## config.mk

```make
export PLATFORM = sky130hd
export DESIGN_NAME = spike_event_fifo_flat
export DESIGN_NICKNAME = d
export VERILOG_FILES = /design/src/rtl/spike_event_fifo_pkg.sv /design/src/rtl/spike_event_fifo_if.sv /design/src/rtl/sync_fifo_mem.sv /design/src/rtl/spike_event_fifo.sv /design/src/flat_wrapper.sv
export SDC_FILE = /design/constraint.sdc
export NUM_CORES = 1
export LEC_CHECK = 0
export ABC_AREA = 1
export CAP_MARGIN = 20
export CORE_MARGIN = 2
export CORE_UTILIZATION = 45
export DETAILED_ROUTE_END_ITERATION = 6
export MAX_ROUTING_LAYER = met4
export SLEW_MARGIN = 20
export SYNTH_ARGS = -nofsm -noshare
export SYNTH_HDL_FRONTEND = slang
export SYNTH_SLANG_ARGS = --single-unit
```

## constraint.sdc

```tcl
create_clock -name clk -period 5.75 [get_ports clk]
set_clock_uncertainty 0.15 [all_clocks]
set_input_delay 1.15 -clock clk [delete_from_list [all_inputs] [get_ports clk]]
set_output_delay 1.15 -clock clk [all_outputs]
set_load 0.02 [all_outputs]
```

## src/rtl/spike_event_fifo_pkg.sv

```systemverilog
// rtl/spike_event_fifo_pkg.sv - network-wide spike event widths, event type and field helpers
package spike_event_fifo_pkg;

   localparam int TEN_DATA_WIDTH  = 2;
   localparam int NEURON_ID_WIDTH = 10;
   localparam int EVT_WIDTH       = TEN_DATA_WIDTH + NEURON_ID_WIDTH;

   // Spike value sits in the MSBs, neuron ID in the LSBs
   typedef logic [EVT_WIDTH-1:0]       evt_t;
   typedef logic [TEN_DATA_WIDTH-1:0]  spike_t;
   typedef logic [NEURON_ID_WIDTH-1:0] neuron_id_t;

   function automatic spike_t evt_spike(input evt_t e);
      return e[EVT_WIDTH-1 -: TEN_DATA_WIDTH];
   endfunction

   function automatic neuron_id_t evt_id(input evt_t e);
      return e[NEURON_ID_WIDTH-1:0];
   endfunction

endpackage

```

## src/rtl/spike_event_fifo_if.sv

```systemverilog
// rtl/spike_event_fifo_if.sv - valid/ready event stream from the FIFO to the weight-fetch consumer
interface spike_event_fifo_if;
   import spike_event_fifo_pkg::*;

   logic evt_valid;
   evt_t evt_data;
   logic evt_ready;

   // FIFO side drives valid/data, consumer side drives ready
   modport master (output evt_valid, output evt_data, input evt_ready);
   modport slave  (input evt_valid, input evt_data, output evt_ready);

endinterface

```

## src/rtl/sync_fifo_mem.sv

```systemverilog
// rtl/sync_fifo_mem.sv - DEPTH x WIDTH register array, one write port and one asynchronous read port
module sync_fifo_mem #(
   parameter int DEPTH = 16,
   parameter int WIDTH = 12
) (
   input  logic                     clk,
   input  logic                     we,
   input  logic [$clog2(DEPTH)-1:0] waddr,
   input  logic [WIDTH-1:0]         wdata,
   input  logic [$clog2(DEPTH)-1:0] raddr,
   output logic [WIDTH-1:0]         rdata
);

   logic [WIDTH-1:0] mem [DEPTH];

   // Storage is intentionally not reset; the pointers define which entries are live
   always_ff @(posedge clk) begin
      if (we) begin
         mem[waddr] <= wdata;
      end
   end

   assign rdata = mem[raddr];

endmodule

```

## src/rtl/spike_event_fifo.sv

```systemverilog
// rtl/spike_event_fifo.sv - captures one spike event per network round into a FWFT FIFO, counts overflow drops
module spike_event_fifo
   import spike_event_fifo_pkg::*;
#(
   parameter int DEPTH          = 16,
   parameter int FILTER_ZERO    = 1,
   parameter int DROP_CNT_WIDTH = 16
) (
   input  logic                      clk,
   input  logic                      reset,
   input  logic                      net_done,
   input  evt_t                      spike_evt,
   input  logic                      flush,
   spike_event_fifo_if.master        evt,
   output logic [$clog2(DEPTH):0]    fifo_count,
   output logic                      full,
   output logic [DROP_CNT_WIDTH-1:0] drop_cnt
);

   localparam int PTR_W = $clog2(DEPTH);
   localparam int CNT_W = PTR_W + 1;

   logic [PTR_W-1:0] wr_ptr;
   logic [PTR_W-1:0] rd_ptr;
   logic             valid;
   logic             zero_spike;
   logic             wr_req;
   logic             pop;
   logic             wr_en;
   logic             drop;
   evt_t             rdata;

   // Zero-valued spikes carry no information for the synapse stage when filtering is on
   assign zero_spike = (FILTER_ZERO != 0) && (evt_spike(spike_evt) == '0);
   assign wr_req     = net_done & ~zero_spike;

   assign valid = (fifo_count != '0);
   assign full  = (fifo_count == CNT_W'(DEPTH));
   assign pop   = valid & evt.evt_ready;

   // A full FIFO still takes a write when the head leaves in the same cycle
   assign wr_en = wr_req & (~full | pop);
   assign drop  = wr_req & full & ~pop;

   sync_fifo_mem #(
      .DEPTH (DEPTH),
      .WIDTH (EVT_WIDTH)
   ) u_mem (
      .clk   (clk),
      .we    (wr_en & ~flush & ~reset),
      .waddr (wr_ptr),
      .wdata (spike_evt),
      .raddr (rd_ptr),
      .rdata (rdata)
   );

   assign evt.evt_valid = valid;
   assign evt.evt_data  = rdata;

   // Pointer, occupancy and drop-counter update; reset beats flush, flush beats traffic
   always_ff @(posedge clk) begin
      if (reset) begin
         wr_ptr     <= '0;
         rd_ptr     <= '0;
         fifo_count <= '0;
         drop_cnt   <= '0;
      end else if (flush) begin
         wr_ptr     <= '0;
         rd_ptr     <= '0;
         fifo_count <= '0;
      end else begin
         if (wr_en) begin
            wr_ptr <= wr_ptr + PTR_W'(1);
         end
         if (pop) begin
            rd_ptr <= rd_ptr + PTR_W'(1);
         end
         case ({wr_en, pop})
            2'b10:   fifo_count <= fifo_count + CNT_W'(1);
            2'b01:   fifo_count <= fifo_count - CNT_W'(1);
            default: fifo_count <= fifo_count;
         endcase
         if (drop && (drop_cnt != '1)) begin
            drop_cnt <= drop_cnt + DROP_CNT_WIDTH'(1);
         end
      end
   end

endmodule
```

## src/flat_wrapper.sv

```systemverilog
// flat-port wrapper written by rule: the top's interface ports become plain ports
module spike_event_fifo_flat import spike_event_fifo_pkg::*;
#(
   parameter int DEPTH          = 16,
   parameter int FILTER_ZERO    = 1,
   parameter int DROP_CNT_WIDTH = 16
)
  (clk, reset, net_done, spike_evt, flush, fifo_count, full, drop_cnt, evt_evt_valid, evt_evt_data, evt_evt_ready);
  spike_event_fifo_if evt_i ();
  input  logic clk;
  input  logic reset;
  input  logic net_done;
  input  evt_t spike_evt;
  input  logic flush;
  output logic [$clog2(DEPTH):0] fifo_count;
  output logic full;
  output logic [DROP_CNT_WIDTH-1:0] drop_cnt;
  output wire logic [$bits(evt_i.evt_valid)-1:0] evt_evt_valid;
  output wire logic [$bits(evt_i.evt_data)-1:0] evt_evt_data;
  input wire logic [$bits(evt_i.evt_ready)-1:0] evt_evt_ready;
  assign evt_evt_valid = evt_i.evt_valid;
  assign evt_evt_data = evt_i.evt_data;
  assign evt_i.evt_ready = evt_evt_ready;
  spike_event_fifo #(.DEPTH(DEPTH), .FILTER_ZERO(FILTER_ZERO), .DROP_CNT_WIDTH(DROP_CNT_WIDTH)) u_core (.clk(clk), .reset(reset), .net_done(net_done), .spike_evt(spike_evt), .flush(flush), .evt(evt_i), .fifo_count(fifo_count), .full(full), .drop_cnt(drop_cnt));
endmodule
```

### After elaboration in Yosys (flattened, before gate mapping)

Memory sizes are Yosys's and may differ from the RTL's. A register that Yosys moved wholly into a read port is not among the register bits.
Index checks and enable logic that the tools add are counted.

| word-level totals | value |
|---|---|
| flip-flop bits (word level) | 29 |
| memory bits (writable) | 192 |
| bits of input ports | 17 |
| logic and storage cells | 38 |
| memories kept | 1 |

| operators by class | value |
|---|---|
| add/sub/neg operators | 5 |
| equality and inequality tests | 4 |
| muxes and demuxes | 5 |
| bitwise operators | 13 |
| reductions and logical operators | 6 |

Memory list:

| memory | depth | width | read ports | clocked after Yosys merged registers in | write ports | line | source |
|---|---|---|---|---|---|---|---|
| u_core.u_mem.mem | 16 | 12 | 1 | 1 | 1 | sync_fifo_mem.sv:14 | `logic [WIDTH-1:0] mem [DEPTH];` |

Operators by type and width:

| operator | count |
|---|---|
| 16-bit by 1-bit adder with 16-bit output, second input constant | 1 |
| 16-bit inequality test, second input constant | 1 |
| 5-bit one-hot mux with 2 select lines | 1 |
| 4-bit by 1-bit adder with 4-bit output, second input constant | 2 |
| 4-bit 2-to-1 mux | 2 |
| 1-bit AND | 7 |
| 5-bit by 1-bit adder with 5-bit output, second input constant | 1 |
| 5-bit == test, second input constant | 1 |
| 1-bit inverter | 5 |
| 5-bit nonzero test | 1 |
| 5-bit by 1-bit subtractor with 5-bit output, second input constant | 1 |
| 2-bit by 1-bit == test with 1-bit output, second input constant | 1 |
| 2-bit == test, second input constant | 1 |
| 2-bit zero test | 1 |
| 1-bit 2-to-1 mux | 2 |
| 2-bit AND reduction | 1 |
| 2-bit nonzero test | 1 |
| 2-bit OR reduction | 1 |
| 1-bit logical AND | 1 |
| 1-bit bitwise OR | 1 |

### Depth between registers and ports, before layout

| logic depth | value |
|---|---|
| depth after elaboration | 8 |
| depth in mapped cells | 12 |

### Cells and area by module

A second synthesis with hierarchy kept.

| second synthesis, totals | value |
|---|---|
| cells, all modules | 1062 |
| area, all modules | 10088.4 um2 |

Modules (own cells, without submodules):

| module | times used | cells an instance | area an instance (um2) | sequential area each (um2) |
|---|---|---|---|---|
| sync_fifo_mem | 1 | 801 | 8321.7 | 5765.5 |
| spike_event_fifo | 1 | 261 | 1766.7 | 580.6 |

### Least setup slack after synthesis

Ideal clock, no wire load.

| path | value |
|---|---|
| path kind | input to register |
| start | input port flush |
| end | memory u_core.u_mem.mem[15][0] (enable) |
| setup time | 0.396 ns |
| arrival time | 2.661 ns |
| setup slack | 2.542 ns |
| stages | 5 |
| cell sequence | nor2_2 inv_1 nor2_1 inv_1 nor3_1 |

| between the ends | value |
|---|---|
| word-level cells in the longest chain between the ends | 5 |

Ends and longest elaborated chain:

| item | line | source |
|---|---|---|
| from (decl) | flat_wrapper.sv:14 | `input logic flush;` |
| 1-bit inverter | spike_event_fifo.sv:50 | `.we (wr_en & ~flush & ~reset),` |
| 1-bit AND (2 in series) | spike_event_fifo.sv:50 |  |
| 1-bit 2-to-1 mux | sync_fifo_mem.sv:18 | `if (we) begin` |
| 1-bit 2-to-1 mux (implied by the code) | sync_fifo_mem.sv:19 | `mem[waddr] <= wdata;` |
| to (decl) | sync_fifo_mem.sv:14 |  |

No other way between the ends.

==> metrics.yaml <==
outcome: "finished, final reports clean"
ys_seq_area_share_pct: 66.3
postSynthAreaPerCell_um2: 10.8
ios: 52
fp.dieH_um: 151
postCtsSetupRepairBufs: 0
sw_frac_of_total_pct: 20.3
drv_cap: 0
fmaxAchievable_mhz: 234
final_core_util_pct: 54.1
core_um2: 21100
fin_crit_sh_pct: 74.4
clk_latency_ns: 0.51
viasPerCell: 5.21
whs_ns: 0.335
yosys.area.top_type: "edfxtp_1"
finalCriticalPeriod_ns: 4.28
syn_area_um2: 9690
pwr-share-clk_pct: 46.7
ctsHoldBuffers: 0
synth-seq-cells: 225
cts-root-buf: "clkbuf_16"
reg2reg_setup_slack_ns: 3.08
hold_path_class: "flop to flop"
nNetsFinal: 970
tns_ns: 0
power_density_nw_per_um2: 325
grt_pass1_wl_um: 34800
antenna_found_initial: 0
arrival_ns: 2.98
grt_setup_unrepaired: "no"
pwr-share-comb_pct: 4.8
synth.distinct_cells: 29
cts_buffers: 24
io_buffers: 51
first_global_vias: 6094
h-tree-depth: 1
slew_headroom_pct: 27.0
synthCells: 894
overflow: 0
path_clk_slew_ns: 0.06
first_pass_iters: 7
wl_per_cell_um: 18.6
reg2reg_depth: 6
area_growth_pct: 17.8
dieWidth_um: 151
hold_viol_final: 0
critPathLaunchType: "flop"
worst_pin_slew_ns: 1.09
post-place-ws_ns: 1.32
setup_ws_ns: 1.47
critPathCaptureType: "primary output"
ys_top_cells_by_area: "edfxtp_1 (60%), dfxtp_1 (6.8%), nand2_1 (5.5%)"
place_area_um2: 10500
power.leakage_nw: 4.05
reg2reg_to: "u_core.u_mem.mem[3][3]$_DFFE_PP_"
dp.cells: 1192
grt_usage_pct: 21.1
layout-drive-gt1-share_pct: 7.49
rows: 53
hold_start: "u_core.rd_ptr[2]$_SDFFE_PP0P_"
r2r-start: "u_core.fifo_count[0]$_SDFFE_PP0P_"
setup_viol: 0
synth_top_area_share_pct: 59.5
clockBufferDepth: 3
min_to: "u_core.rd_ptr[2]$_SDFFE_PP0P_"
place_congestion: 0.837
crit_type: "flop to primary output"
path_max_fanout: 94
syn_nets: 921
die-area_um2: 22700
cts_resized: 0
grt_max_degree: 97
start_util_pct: 45.9
cts_tree: "done"
power.net_switching_mw: 0.751
final_max_slew_viol_count: 0
hpwl_um: 14200
intPower_mw: 2.96
drc: 0
crit_required_ns: 4.45
seqPwrFrac_pct: 48.4
finalNonFillerCells: 1236
final_antenna_net_count: 0
hold_path_depth: 2
vias: 6444
power.total_mw: 3.71
clock-sinks: 225
drt-total-wl_um: 23000
num_antenna_cells: 0
fin_area_um2: 11400
ys_warn_count: 0
drt_iter0_markers: 593
peakVddDrop_mv: 0.205
-- layer usage --
layer  part of all wire, %  vias up  track usage [%]
met3                   5.3       36             3.30
met1                    45     3067             28.5
met2                    48      155             33.5
met4                   2.2        0             5.47
met5                     0        -                -
li1                      -     3186                -
-- power groups by stage --
stage	Clock, mW	Combinational, mW	Sequential, mW
2_1_floorplan	0	0.102	1.82
3_3_place_gp	0	0.178	1.83
3_5_place_dp	0	0.181	1.83
4_1_cts	1.76	0.181	1.80
5_1_grt	1.82	0.198	1.80
6_report	1.73	0.180	1.80
-- cells in the final DEF, fill, tap and decap left out, drive strengths merged --
cell type and n:
fa 1, clkdlybuf4s50 51, nand4 7, o21ai 56, buf 14, o211ai 48
nor2 43, edfxtp 192, ha 9, nor3 4, nand3b 2, clkinvlp 1
nand3 97, xnor2 3, inv 129, clkbuf 34, xor2 8, a21oi 74
nand2 145, and3 1, clkinv 3, bufinv 6, dfxtp 33
-- worst max-delay path by stage --
| stage | end | start | slack (ns) |
|---|---|---|---|
| detailed placement | u_core.u_mem.mem[5][7]$_DFFE_PP_ | reset | 1.32 |
| finish | evt_evt_data[2] | flop | 1.47 |
| global route | evt_evt_data[9] | flop | 1.27 |
| floorplan | u_core.u_mem.mem[15][0]$_DFFE_PP_ | flush | 2.54 |
| global placement | u_core.u_mem.mem[5][8]$_DFFE_PP_ | reset | 1.39 |
| CTS | evt_evt_data[3] | flop | 1.41 |
-- registers in the layout, indices dropped and copies added (netlist names), named ones only --
signal             flops
u_core.drop_cnt       16
u_core.fifo_count      5
u_core.u_mem.mem     192
u_core.rd_ptr          4
u_core.wr_ptr          4
-- critical path: stages, from the launching register on --
cell and delay [ns]:
dfxtp_4 0.78, buf_12 0.38, o211ai_1 0.19, nand3_1 0.16
nand3_1 0.14, nand2_1 0.17, clkdlybuf4s50_1 0.62
-- cells by family after synthesis --
group                      count (synthesis)  synth area share (%)
adders and majority gates                 10                  1.37
and+or+nand+nor                          299                  13.8
xor gates and xnor gates                  11                 0.995
DFF                                      225                  66.3
buffers and inverters                    171                  6.94
AOI/OAI and AO/OA                        178                  10.6
-- cells in the mapped netlist --
cell and n:
edfxtp_1 192, nand2_1 143, inv_1 128, nand3_1 97
a21oi_1 70, o21ai_0 56, o211ai_1 48, nor2_1 39
dfxtp_1 33, clkbuf_1 21, buf_2 12, ha_1 9
xor2_1 8, buf_1 7, nand4_1 5, a21oi_2 4
nor3_1 4, nor2_4 3, xnor2_1 3, buf_6 2
nand3b_1 2, and3_1 1, fa_1 1, inv_2 1
nand2_2 1, nand2_4 1, nand4_2 1, nand4_4 1
nor2_2 1
-- cell type report --
| cell class | count | area [µm²] |
|---|---|---|
| tap | 275 | 344 |
| clock inverter | 10 | 210 |
| clock buffer | 34 | 699 |
| timing repair buffer | 65 | 628 |
| sequential | 225 | 6430 |
| multi-input combinational | 498 | 2610 |
| fill | 1883 | 9680 |
| inverter | 129 | 484 |
(Power assumes the default switching activity.)
